### src/rtl/uart_tx_ctrl_if.sv
// Transmit-buffer port between the UART transmitter and its byte FIFO.
// master = transmitter (pops bytes), slave = buffer (presents head byte).
interface uart_tx_ctrl_if;
  logic [7:0] buf_data;
  logic       buf_empty;
  logic       buf_rd;

  modport master (input buf_data, input buf_empty, output buf_rd);
  modport slave  (output buf_data, output buf_empty, input buf_rd);
endinterface

### src/rtl/uart_tx_ctrl.sv
// 8N1 UART transmitter: pops one byte from the transmit buffer per frame
// and serializes it LSB first. Every output is registered.
module uart_tx_ctrl #(
  parameter int unsigned CLKS_PER_BIT = 434
) (
  input  logic          CLK,
  input  logic          rst,
  input  logic          enable,
  uart_tx_ctrl_if.master bif,
  output logic          tx,
  output logic          busy,
  output logic          frame_done
);

  localparam int unsigned BW = (CLKS_PER_BIT > 1) ? $clog2(CLKS_PER_BIT) : 1;
  localparam logic [BW-1:0] BAUD_LAST = BW'(CLKS_PER_BIT - 1);

  typedef enum logic [1:0] {IDLE, START, DATA, STOP} state_e;

  state_e        state_q, state_d;
  logic [BW-1:0] baud_q, baud_d;
  logic [2:0]    bit_q, bit_d;
  logic [7:0]    sh_q, sh_d;
  logic          tx_q, tx_d;
  logic          busy_q, busy_d;
  logic          rd_q, rd_d;
  logic          fd_q, fd_d;
  logic          bit_end;

  assign bit_end = (baud_q == BAUD_LAST);

  always_comb begin
    state_d = state_q;
    baud_d  = baud_q;
    bit_d   = bit_q;
    sh_d    = sh_q;
    rd_d    = 1'b0;
    case (state_q)
      IDLE: begin
        if (enable && !bif.buf_empty) begin
          sh_d    = bif.buf_data;
          rd_d    = 1'b1;
          baud_d  = '0;
          bit_d   = '0;
          state_d = START;
        end
      end
      START: begin
        if (bit_end) begin
          baud_d  = '0;
          state_d = DATA;
        end else baud_d = baud_q + 1'b1;
      end
      DATA: begin
        if (bit_end) begin
          baud_d = '0;
          sh_d   = {1'b0, sh_q[7:1]};
          bit_d  = bit_q + 3'd1;
          if (bit_q == 3'd7) state_d = STOP;
        end else baud_d = baud_q + 1'b1;
      end
      STOP: begin
        if (bit_end) begin
          baud_d  = '0;
          state_d = IDLE;
        end else baud_d = baud_q + 1'b1;
      end
      default: state_d = IDLE;
    endcase

    // Outputs are derived from next-state values so the registers line up
    // with the state they describe.
    tx_d   = (state_d == START) ? 1'b0 : (state_d == DATA) ? sh_d[0] : 1'b1;
    busy_d = (state_d != IDLE);
    fd_d   = (state_d == STOP) && (baud_d == BAUD_LAST);
  end

  always_ff @(posedge CLK) begin
    if (rst) begin
      state_q <= IDLE;
      baud_q  <= '0;
      bit_q   <= '0;
      sh_q    <= '0;
      tx_q    <= 1'b1;
      busy_q  <= 1'b0;
      rd_q    <= 1'b0;
      fd_q    <= 1'b0;
    end else begin
      state_q <= state_d;
      baud_q  <= baud_d;
      bit_q   <= bit_d;
      sh_q    <= sh_d;
      tx_q    <= tx_d;
      busy_q  <= busy_d;
      rd_q    <= rd_d;
      fd_q    <= fd_d;
    end
  end

  assign tx         = tx_q;
  assign busy       = busy_q;
  assign frame_done = fd_q;
  assign bif.buf_rd = rd_q;

endmodule

### src/flat_wrapper.sv
// flat-port wrapper written by rule: the top's interface ports become plain ports
module uart_tx_ctrl_flat 
#(
  parameter int unsigned CLKS_PER_BIT = 434
)
  (CLK, rst, enable, tx, busy, frame_done, bif_buf_data, bif_buf_empty, bif_buf_rd);
  uart_tx_ctrl_if bif_i ();
  input  logic CLK;
  input  logic rst;
  input  logic enable;
  output logic tx;
  output logic busy;
  output logic frame_done;
  input wire logic [$bits(bif_i.buf_data)-1:0] bif_buf_data;
  input wire logic [$bits(bif_i.buf_empty)-1:0] bif_buf_empty;
  output wire logic [$bits(bif_i.buf_rd)-1:0] bif_buf_rd;
  assign bif_i.buf_data = bif_buf_data;
  assign bif_i.buf_empty = bif_buf_empty;
  assign bif_buf_rd = bif_i.buf_rd;
  uart_tx_ctrl #(.CLKS_PER_BIT(CLKS_PER_BIT)) u_core (.CLK(CLK), .rst(rst), .enable(enable), .bif(bif_i), .tx(tx), .busy(busy), .frame_done(frame_done));
endmodule
### config.mk
export PLATFORM = sky130hd
export DESIGN_NAME = uart_tx_ctrl_flat
export DESIGN_NICKNAME = d
export VERILOG_FILES = /design/src/rtl/uart_tx_ctrl_if.sv /design/src/rtl/uart_tx_ctrl.sv /design/src/flat_wrapper.sv
export SDC_FILE = /design/constraint.sdc
export NUM_CORES = 1
export LEC_CHECK = 0
export CAP_MARGIN = 20
export CORE_MARGIN = 3
export CORE_UTILIZATION = 28
export CTS_CLUSTER_DIAMETER = 40
export CTS_CLUSTER_SIZE = 16
export DETAILED_ROUTE_END_ITERATION = 7
export SYNTH_ARGS = -nofsm -noshare
export SYNTH_HDL_FRONTEND = slang
export SYNTH_SLANG_ARGS = --single-unit
### constraint.sdc
create_clock -name CLK -period 2.4 [get_ports CLK]
set_clock_uncertainty 0.15 [all_clocks]
set_input_delay 0.48 -clock CLK [delete_from_list [all_inputs] [get_ports CLK]]
set_output_delay 0.48 -clock CLK [all_outputs]
set_load 0.05 [all_outputs]
---- Word-level counts from Yosys, hierarchy flattened ----
Cells that the tools add are included.
operators by class
  bitwise operators ....................... 1
  multiplexer cells ....................... 18
  add/sub/neg operators ................... 2
  reduce and logical (&&, ||, !) cells .... 9
  eq/ne operators ......................... 11
operators by type and width
  kind                   count
  $eq A9 B9 Y1 const B   2
  $mux W9                2
  $pmux W9 S2            1
  $mux W8                2
  $pmux W8 S2            1
  $mux W2                5
  $add A9 B1 Y9 const B  1
  $eq A2 B2 Y1 const B   4
  $pmux W2 S4            1
  $mux W3                2
  $pmux W3 S2            1
  $eq A2 B1 Y1 const B   2
  $ne A2 B1 Y1 const B   2
  $reduce_bool A2 Y1     2
  $add A3 B1 Y3 const B  1
  $eq A3 B3 Y1 const B   1
  $mux W1                3
  $reduce_and A3 Y1      1
  $reduce_or A3 Y1       1
  $logic_and A1 B1 Y1    2
  $logic_not A2 Y1       1
  $reduce_or A2 Y1       1
  $logic_not A1 Y1       1
  $not A1 Y1             1
storage, ports and cells
  bits in registers ....................... 26
  bits of input ports ..................... 12
  word-level logic and storage cells ...... 50
  output and inout port bits .............. 4

---- Depth between registers and ports, before layout ----
Gate-level depths: netlist of the first run.
  depth after elaboration ................. 7
  mapped depth ............................ 7
  mapped depth without buffers ............ 7

---- Least setup slack after synthesis of the first run ----
OpenSTA, ideal clock, no wires.
  path type ............................... register to register
  start point ............................. register u_core.baud_q[0]
  end point ............................... register u_core.tx_q (netlist: u_core.tx)
  period minus slack after synthesis ...... 1.969 ns
  cell stages (with the launch flop) ...... 7
  slack ................................... 0.431 ns
  arrival time ............................ 1.700 ns
  data required time ...................... 2.130 ns
  path buffers ............................ 0
  setup time .............................. 0.120 ns
  cell sequence ........................... dfxtp_1 -> ha_1 -> nand4b_1 -> nor4_4 -> nor2_4 -> a211o_1 -> a211o_1
between the ends
  word-level cells in the longest chain between the ends .. 6
  elaborated cells between the ends (all ways) .. 11
  classes of those cells .................. eq/ne: 3; mux: 8
ends and longest elaborated chain
  what                        line                                                        RTL
  start: declaration          uart_tx_ctrl.sv:21                                          logic [BW-1:0] baud_q, baud_d;
  start signal: assignment    uart_tx_ctrl.sv:90                                          baud_q <= baud_d;
  $eq A9 B9 Y1 (*)            uart_tx_ctrl.sv:30                                          assign bit_end = (baud_q == BAUD_LAST);
  $mux W2 (on tied branches)  uart_tx_ctrl.sv:63, uart_tx_ctrl.sv:49, uart_tx_ctrl.sv:55
  $pmux W2 S4                 uart_tx_ctrl.sv:38                                          case (state_q)
  $eq A2 B2 Y1                uart_tx_ctrl.sv:73                                          tx_d = (state_d == START) ? 1'b0 : (state_d == DATA) ? sh_d[0] : 1'b1;
  $mux W1                     uart_tx_ctrl.sv:73
  $mux W1 (*)                 uart_tx_ctrl.sv:73
  end signal: assignment      uart_tx_ctrl.sv:93                                          tx_q <= tx_d;
  end: declaration            uart_tx_ctrl.sv:24                                          logic tx_q, tx_d;
Mark *: on every way between the ends. The rest lies on a longest branch, timed or not. The select of a mux whose other input is x is not followed.
A chain may end at the register's enable or synchronous reset.

---- Worst setup path in the final report of the first run ----
Ends and elaborated chain as after synthesis.

==> metrics.txt, run 1 <==
GRT Overall Usage=12.6%; post-synthesis compound-gate area fraction=19.4%; CTS Buf Count=3; setup TNS=0 ps; clock root cell=clkbuf_8; DR iter-0 viols=46; Leak Pwr=0.553 nW; Final Net Count=186; Area Overhead vs Synth=22.1%; post-synth top area cell=dfxtp_1; status=finished clean; xor and xnor area share after synthesis=0.663%; post-route antenna net violation count=0; Peak VDD IR=0.000242 V; vias=1141; Synth top cells by count=dfxtp_1 (26), nand2_1 (20), a21oi_1 (17), nor2_1 (17), a22oi_1 (6); GR peak layer=met2; Post-synth EDFFs=0; Max Fanout on Critical Path=10; most numerous cell in the Yosys netlist=dfxtp_1; global routing usage on met1=18.3%; post-route clock period utilization=91.1%; cells after synthesis=151; Port-buffer cells=15; critical path launch point type=register; crit path DAT=2210 ps; gp weighted congestion=0.857; FF/Latch Area=520 µm²; CTS Sinks=26; total grt overflow=0; met3 Use GR=2.27%; diode count=0; drt total wl=3050 µm; Post-CTS Setup Bufs=0; CTS tree=built; worst hold path type=reg2reg; clk_lat worst skew=270 ps; register area share after synthesis=39.4%; DRC errors left=0; power per standard cell area=578 mW/mm²; Via density=5.16; Clock Tree Buf Depth=2; Post-Place Cell Area=0.00154 mm²; cts hold-fix bufs=0; Die Y=74.7 µm; share of the synthesized area in the top cell type=39.4%; Boundary Pins=16; mux cell area share after synthesis=2.37%; final slew viol count=0; 1st-pass router iterations=4; hpwl dp=2230 µm; Starting Density=29.7%; Post-Synth Adder-Cell Area=3.79%; Chip Width=74.7 µm; Final Hold Fails=0; largest net degree at the start of global routing=16; core area=0.00444 mm²; Most used DFF post-synth=dfxtp_1; WS Path Type=reg2reg; Seq cells post-synth=26; Mean Syn Cell Area=8.75 µm²; global-route wire length before repair=5410 µm; Critical R2R Launch=u_core.baud_q[0]$_SDFF_PP0_; # resized after CTS=0; Wirelength per Cell=13.8 µm; launch point of the worst path=u_core.baud_q[0]$_SDFF_PP0_; DIE AREA=0.00558 mm²; number of global-route vias before repair=1087; Slew @ Worst Pin=493 ps; Rel. slew slack=67.0%; Setup-failing EPs final=0; Synth Area in Simple Gates=29.9%; Hold Path Origin=u_core.sh_q[2]$_SDFFE_PP0P_; Netlist Area Pre-Place=0.00132 mm²; Worst-path clk slew=90 ps; row count=24; initial antenna violation count=0; max-cap violation count=0; max frequency=457 MHz; crit path time final=2190 ps; syn_nets=167; RSZ-0062 raised after global routing=false; met2 Track Usage GR=18.7%; CP required=2420 ps; fraction of layout cells with a size suffix above 1=10.7%; Yosys warning count=0; Multi-input gate area=742 µm²; CTS H-Tree Depth=1; Yosys cell types=44; fin area=0.00161 mm²; top post-synthesis cells by area=dfxtp_1 (39%), a21oi_1 (6.4%), nand2_1 (5.7%); Fill cells=462; Critical Path End Type=register; Async S/R FF share, synth=0%; largest family of logic cells by synthesized area=simple AND/OR/NAND/NOR gates
## layout make-up
class	count	area share (%)
clock inverters	1	1.86
flip-flops and latches	26	32.3
inverters	3	0.698
clock buffers	3	2.56
well taps	52	4.03
multi-input cells	114	46.0
repair buffers	22	12.6
## metal layers
| layer | wire length, µm | up-vias |
|---|---|---|
| met5 | 0 | - |
| li1 | - | 589 |
| met3 | 141 | 2 |
| met4 | 23 | 0 |
| met2 | 1320 | 24 |
| met1 | 1560 | 526 |
## cells by family after synthesis
logic type,count (synthesis)
muxes,3
xor gates and xnor gates,1
AOI/OAI and AO/OA,39
adders and majority gates,4
DFF,26
and+or+nand+nor,67
buffers and inverters,11
## worst max-delay path: stages (launching register included)
cell and delay, ps:
dfxtp_1 490, ha_1 240, nand4b_1 200, nor4_4 280
nor2_4 120, a211o_1 310, a211o_1 290
## flip-flops by register name, indices dropped and copies added (netlist names)
name / cells
u_core.frame_done: 1
u_core.bif.buf_rd: 1
u_core.baud_q: 9
u_core.tx: 1
u_core.sh_q: 8
u_core.busy: 1
u_core.bit_q: 3
u_core.state_q: 2
## metrics by stage
step / power, mW / instances / hold WS (ps) / util [%] / setup slack, ps
final: 0.932 / 221 / 310 / 36.3 / 213
after global routing: 0.975 / 221 / 346 / 36.3 / 82.3
after CTS: 0.939 / 221 / 310 / 36.3 / 202
after detailed placement: 0.574 / 217 / 296 / 34.7 / 84.1
after global placement: 0.573 / 217 / 293 / 34.7 / 113
after floorplan: 0.529 / 151 / 286 / - / 431
## cells in the final DEF, fill, tap and decap left out, types with 2 or more instances in the layout
cell type	synthesis	final
a21oi_1	17	17
dfxtp_1	26	26
a31oi_1	3	3
a211oi_1	2	2
or3_1	2	2
nand3_1	5	5
nand2_1	20	20
nand4b_1	2	2
mux2i_1	2	2
a211o_1	2	2
nor2_1	17	17
o21ai_1	2	2
clkbuf_8	0	3
nor2b_1	3	3
a22oi_1	6	6
and4b_1	2	2
clkdlybuf4s50_1	0	15
nand3b_1	2	2
inv_1	2	2
nor3_1	2	2
ha_1	4	4
buf_4	0	7
## report_power, final
| part | switching, mW | internal [mW] | leakage [nW] |
|---|---|---|---|
| Sequential | 0.0112 | 0.444 | 0.211 |
| Clock | 0.145 | 0.223 | 0.0357 |
| Combinational | 0.0604 | 0.0491 | 0.307 |
| Total | 0.216 | 0.716 | 0.553 |
## worst paths after layout
path / cells after the start / endpoint / slack, ps
hold / removal: 2 / u_core.sh_q[2]$_SDFFE_PP0P_ / 310
setup reg to reg: 6 / u_core.tx$_SDFF_PP1_ / 210
hold reg to reg: 2 / u_core.sh_q[2]$_SDFFE_PP0P_ / 310
setup / recovery: 6 / u_core.tx$_SDFF_PP1_ / 210
(Power assumes the default switching activity.)
==> run 2: changes to the inputs <==
--- a/config.mk
+++ b/config.mk
@@ -12,4 +12,5 @@
 export CTS_CLUSTER_SIZE = 16
 export DETAILED_ROUTE_END_ITERATION = 7
+export SKIP_LAST_GASP = 1
 export SYNTH_ARGS = -nofsm -noshare
 export SYNTH_HDL_FRONTEND = slang
==> constraint.sdc (replaced) <==
create_clock -name CLK -period 1.91 [get_ports CLK]
set_clock_uncertainty 0.15 [all_clocks]
set_input_delay 0.382 -clock CLK [delete_from_list [all_inputs] [get_ports CLK]]
set_output_delay 0.382 -clock CLK [all_outputs]
set_load 0.01 [all_outputs]
==> run 2 against run 1 <==
Net effect:
- maximum frequency up 15%
- global-route usage is 0.74 points higher
- highest routed layer unchanged
- final cell count grew 11%
- critical endpoint unchanged
- worst setup slack got worse by 200 ps
==> metrics.txt, run 2 (synthesis gave the netlist of run 1 again) <==
vias=1253 (+9.8%); Boundary Pins=16 (unchanged); CP required=1930 ps (-490 ps); Hold Path Origin=u_core.sh_q[2]$_SDFFE_PP0P_; global routing usage on met1=19.1% (+0.83 points); RSZ-0062 raised after global routing=true; Via density=5.11 (-0.94%); largest net degree at the start of global routing=26 (+10); max-cap violation count=0 (unchanged); cts hold-fix bufs=0 (unchanged); Fill cells=441 (-4.5%); Chip Width=74.7 µm (unchanged); CTS H-Tree Depth=1 (unchanged); Placed Cells=240 (+11%); critical path launch point type=register; number of global-route vias before repair=1130 (+4.0%); drt total wl=3440 µm (+13%); Biggest register=u_core.baud_q; launch point of the worst path=u_core.baud_q[1]$_SDFF_PP0_; Critical R2R Launch=u_core.baud_q[1]$_SDFF_PP0_; most common cell after layout, fill and taps aside=buf_4; Slew @ Worst Pin=363 ps (-130 ps); status=finished clean; Leak Pwr=0.677 nW (+22%); Wirelength per Cell=14.0 µm (+1.9%); max reg flops=9 (unchanged); DRC errors left=0 (unchanged); post-route clock period utilization=99.3% (+8.2 points); Die Y=74.7 µm (unchanged); initial antenna violation count=0 (unchanged); hpwl dp=2420 µm (+8.9%); Critical Path End Type=register; Post-Layout Cell Count=245 (+11%); met2 Track Usage GR=19.0% (+0.29 points); FF/Latch Area=529 µm² (+1.7%); final worst setup slack=13.6 ps (-199 ps); Largest regs=u_core.baud_q: 9 flops, u_core.sh_q: 8 flops, u_core.bit_q: 3 flops; CTS Sinks=26 (unchanged); post-route antenna net violation count=0 (unchanged); 1st-pass router iterations=4 (unchanged); final slew viol count=0 (unchanged); Place WS=-248 ps (-332 ps); fraction of layout cells with a size suffix above 1=26.9% (+16 points); GRT Overall Usage=13.3% (+0.74 points); DIE AREA=0.00558 mm² (unchanged); Final Hold Fails=0 (unchanged); gp weighted congestion=0.897 (+4.8%); met3 Use GR=2.94% (+0.67 points); total grt overflow=0 (unchanged); Port-buffer cells=15 (unchanged); core area=0.00444 mm² (unchanged); CTS tree=built; Overall Power=1.21 mW (+30%); Clock Tree Buf Depth=2 (unchanged); Starting Density=29.7% (unchanged); DR iter-0 viols=137 (+200%); Multi-input gate area=795 µm² (+7.1%); worst hold path type=reg2reg; most frequent cells in the layout=buf_4 (30), dfxtp_1 (23), nand2_1 (20), nor2_1 (17), a21oi_1 (16); Rel. slew slack=75.1% (+8.1 points); crit path DAT=1920 ps (-290 ps); clock root cell=clkbuf_8; clk_lat worst skew=280 ps (about the same); Max Fanout on Critical Path=3 (-7); Hold Slack=311 ps (+0.923 ps); power per standard cell area=646 mW/mm² (+12%); Final Net Count=210 (+13%); crit path time final=1900 ps (-291 ps); Area Overhead vs Synth=41.5%; CTS Buf Count=3 (unchanged); Peak VDD IR=0.000327 V (+35%); global-route wire length before repair=5590 µm (+3.3%); Layout Utilization=42.1% (+5.8 points); WS Path Type=reg2reg; row count=24 (unchanged); diode count=0 (unchanged); Worst-path clk slew=100 ps (about the same); Setup-failing EPs final=0 (unchanged); max frequency=527 MHz (+15%); GR peak layer=met1
==> run 2: cell types whose count changed in the layout (fill, tap and decap cells not counted), sizes merged <==
cell  delta
buf     +24
==> run 2: worst paths after layout <==
| path | to | slack [ps] | cells past startpoint |
|---|---|---|---|
| max reg2reg | u_core.tx$_SDFF_PP1_ | 10 | 8 |
| min reg2reg | u_core.sh_q[2]$_SDFFE_PP0P_ | 310 | 2 |
| max | u_core.tx$_SDFF_PP1_ | 10 | 8 |
| min | u_core.sh_q[2]$_SDFFE_PP0P_ | 310 | 2 |
==> run 2: critical path, stage by stage, from the launching register on <==
cell and delay, ps:
dfxtp_4 380, inv_4 60, ha_4 120, nand4b_1 110
buf_4 170, nor4_4 230, nor2_4 70, a211o_1 250
a211o_1 250
==> run 2: area by class of cell <==
type                    instances  area share [%]
well taps                      52            3.48
flip-flops and latches         26            28.3
clock inverters                 1            1.61
repair buffers                 46            21.2
clock buffers                   3            2.21
inverters                       3           0.736
multi-input cells             114            42.5
==> run 2: layer usage <==
layer | wire, µm | share of wire, % | vias to the layer above
li1 | - | - | 634
met1 | 1660 | 48 | 583
met2 | 1540 | 45 | 30
met3 | 162 | 4.7 | 6
met4 | 71 | 2.1 | 0
met5 | 0 | 0 | -
==> run 2: timing repair <==
| item | CTS | global route |
|---|---|---|
| setup buffers | 0 | 1 |
| gates cloned | 0 | 0 |
| resized for setup | 3 | 7 |
| pin swaps | 1 | 3 |
| setup endpoints to repair | 2 | 4 |
==> run 2: report_power, final <==
part	internal, mW	leakage [nW]	switching (mW)
sequential	0.556	0.213	0.0117
clock	0.281	0.0357	0.190
combinational	0.0935	0.428	0.0765
total	0.930	0.677	0.278
==> run 2: per-stage QoR <==
stage | instance area, µm² | TNS (ps)
after floorplan | 1340 | -34.1
after global placement | 1740 | -747
after detailed placement | 1740 | -692
after CTS | 1830 | -28.2
after global routing | 1870 | -139
final | 1870 | 0
==> run 3: changes to the inputs <==
Settings changed: CORE_ASPECT_RATIO from default to 0.7, CORE_MARGIN 3 to 2, RECOVER_POWER from default to 25.
==> run 3 against run 2 <==
Net effect:
- largest cell class unchanged
- register-to-register slack worse by 60 ps
- worst hold slack better by 2.9 ps
- via count hardly changed
- worst setup slack worse by 62 ps
- sequential share of layout area is 1.0 points higher
- final cell count is 0.41% higher
- the run now ends with setup timing left
- clock power is 24% lower
==> metrics.txt, run 3 (synthesis gave the netlist of run 1 again) <==
1st-pass router iterations=4 (unchanged); worst hold path type=reg2reg; Critical path destination=u_core.tx$_SDFF_PP1_; status=finished, violations left; CTS tree=built; CTS Sinks=26 (unchanged); most common cell after layout, fill and taps aside=buf_4; number of global-route vias before repair=1083 (-4.2%); Wirelength per Cell=13.6 µm (-3.2%); CP required=1930 ps (about the same); R2R Setup Slk=-50 ps (-60 ps); max-cap violation count=0 (unchanged); fraction of layout cells with a size suffix above 1=24.1% (-2.9 points); Post-Layout Cell Count=246 (+0.41%); Buffers & Inverters on Critical Path=2 (unchanged); kind of cell adding the most delay to the critical path=compound AO/OA/AOI/OAI gates; crit path DAT=1970 ps (+50 ps); Critical R2R Launch=u_core.baud_q[1]$_SDFF_PP0_; Port-buffer cells=15 (unchanged); final slew viol count=0 (unchanged); critical-path cell list=inv_2 -> ha_4 -> nand4b_1 -> nor4_4 -> buf_4 -> a22o_1 -> a211o_1 -> a211o_1; Fill cells=444 (+0.68%); Final Net Count=208 (-0.95%); Die Y=61.5 µm (-18%); row count=20 (-17%); power per standard cell area=604 mW/mm² (-6.5%); Largest regs=u_core.baud_q: 9 flops, u_core.sh_q: 8 flops, u_core.bit_q: 3 flops; initial antenna violation count=0 (unchanged); Placed Cells=241 (+0.42%); Max Fanout on Critical Path=3 (unchanged); most frequent cells in the layout=buf_4 (28), dfxtp_1 (24), nand2_1 (20), nor2_1 (17), a21oi_1 (16); Peak VDD IR=0.000199 V (-39%); CP peak stage delay=350 ps (-30 ps); Via density=5.10 (-0.33%); Starting Density=29.8% (+0.10 points); critical path's slowest cell=dfxtp_2; vias=1254 (+0.080%); launch point of the worst path=u_core.baud_q[1]$_SDFF_PP0_; global-route wire length before repair=5430 µm (-2.8%); FF/Latch Area=526 µm² (-0.71%); critical path launch point type=register; max frequency=511 MHz (-3.2%); Final Hold Fails=0 (unchanged); Clock Tree Buf Depth=2 (unchanged); setup TNS=-79.8 ps (-79.8 ps); cell repeated most along the worst path=a211o_1; hpwl dp=2640 µm (+8.7%); clk_lat worst skew=270 ps (about the same); GRT Overall Usage=13.8% (+0.51 points); final worst setup slack=-48.4 ps (-61.9 ps); largest net degree at the start of global routing=15 (-42%); Chip Width=86.1 µm (+15%); Setup-failing EPs final=2 (+2); WS Path Type=reg2reg; total grt overflow=0 (unchanged); Multi-input gate area=767 µm² (-3.5%); Leak Pwr=0.659 nW (-2.6%); DRC errors left=0 (unchanged); CTS Buf Count=3 (unchanged); crit path time final=1960 ps (+61.9 ps); Place WS=-270 ps (-22.2 ps); RSZ-0062 raised after global routing=true; Layout Utilization=40.5% (-1.6 points); Hold Slack=314 ps (+2.94 ps); Biggest register=u_core.baud_q; diode count=0 (unchanged); drt total wl=3350 µm (-2.8%); Boundary Pins=16 (unchanged); post-route antenna net violation count=0 (unchanged); Area Overhead vs Synth=35.6%; post-route clock period utilization=103% (+3.2 points); core area=0.00443 mm² (-0.34%); CTS H-Tree Depth=1 (unchanged); Worst Reg-to-Reg Cells=8 (unchanged); number of cells on the critical path=8 (unchanged); Worst-path clk slew=90 ps (about the same); DR iter-0 viols=58 (-58%); clock root cell=clkbuf_8; max reg flops=9 (unchanged); DIE AREA=0.00529 mm² (-5.1%); gp weighted congestion=0.952 (+6.1%); Rel. slew slack=75.2% (+0.16 points); r2r endpoint=u_core.tx$_SDFF_PP1_; failing checks=setup timing; Critical Path End Type=register; Slew @ Worst Pin=371 ps (+8.05 ps)
[run 3: changes by cell type in the layout (fill, tap and decap cells not counted), sizes merged]
| cell | before | now |
|---|---|---|
| buf | 31 | 28 |
| bufinv | 1 | 0 |
| clkbuf | 3 | 5 |
| clkdlybuf4s50 | 15 | 13 |
| dlygate4sd3 | 0 | 2 |
[run 3: area by class of cell]
cell class	count	share of cell area (%)
flip-flops and latches	26	29.3
well taps	55	3.84
multi-input cells	114	42.8
inverters	3	0.628
clock buffers	4	3.07
repair buffers	44	20.3
[run 3: routing by layer]
layer / wire, µm / part of all wire, % / track usage, %
met4: 52 / 1.6 / 5.44
met3: 253 / 7.6 / 4.02
met2: 1270 / 38 / 19.5
met5: 0 / 0 / 0
met1: 1770 / 53 / 19.8
[run 3: how the worst min path moves through the flow]
stage | start | end | slack [ps] | cells after the start
2_1_floorplan | u_core.sh_q[2]$_SDFFE_PP0P_ | u_core.sh_q[2]$_SDFFE_PP0P_ | 290 | 2
3_5_place_dp | u_core.sh_q[5]$_SDFFE_PP0P_ | u_core.sh_q[5]$_SDFFE_PP0P_ | 300 | 2
6_report | u_core.sh_q[5]$_SDFFE_PP0P_ | u_core.sh_q[5]$_SDFFE_PP0P_ | 310 | 2
3_3_place_gp | u_core.sh_q[2]$_SDFFE_PP0P_ | u_core.sh_q[2]$_SDFFE_PP0P_ | 300 | 2
5_1_grt | u_core.sh_q[4]$_SDFFE_PP0P_ | u_core.sh_q[4]$_SDFFE_PP0P_ | 330 | 2
4_1_cts | u_core.sh_q[5]$_SDFFE_PP0P_ | u_core.sh_q[5]$_SDFFE_PP0P_ | 320 | 2
[run 3: repair_timing]
action	in CTS	in global routing
setup buffers	1	0
hold buffers	0	0
gates resized for setup	2	1
pin swaps	2	0
endpoints found under the setup margin	8	4
[run 3: tightest hold or removal path: cells and delay by family, from the launching register on]
family             cells  cell delay (ps)
AOI/OAI and AO/OA      1               50
DFF                    1              320
and+or+nand+nor        1               50
[run 3: report_power, final]
group | leakage, nW | switching (mW) | internal, mW | total, mW
logic | 0.418 | 0.0769 | 0.0821 | 0.159
clock network | 0.0288 | 0.171 | 0.184 | 0.356
registers | 0.212 | 0.0106 | 0.557 | 0.568
[run 3: through the flow]
stage,instance area [µm²],power (mW)
floorplan,1340,0.654
CTS,1790,1.10
global route,1790,1.14
detailed placement,1720,0.738
finish,1790,1.08
global placement,1720,0.738
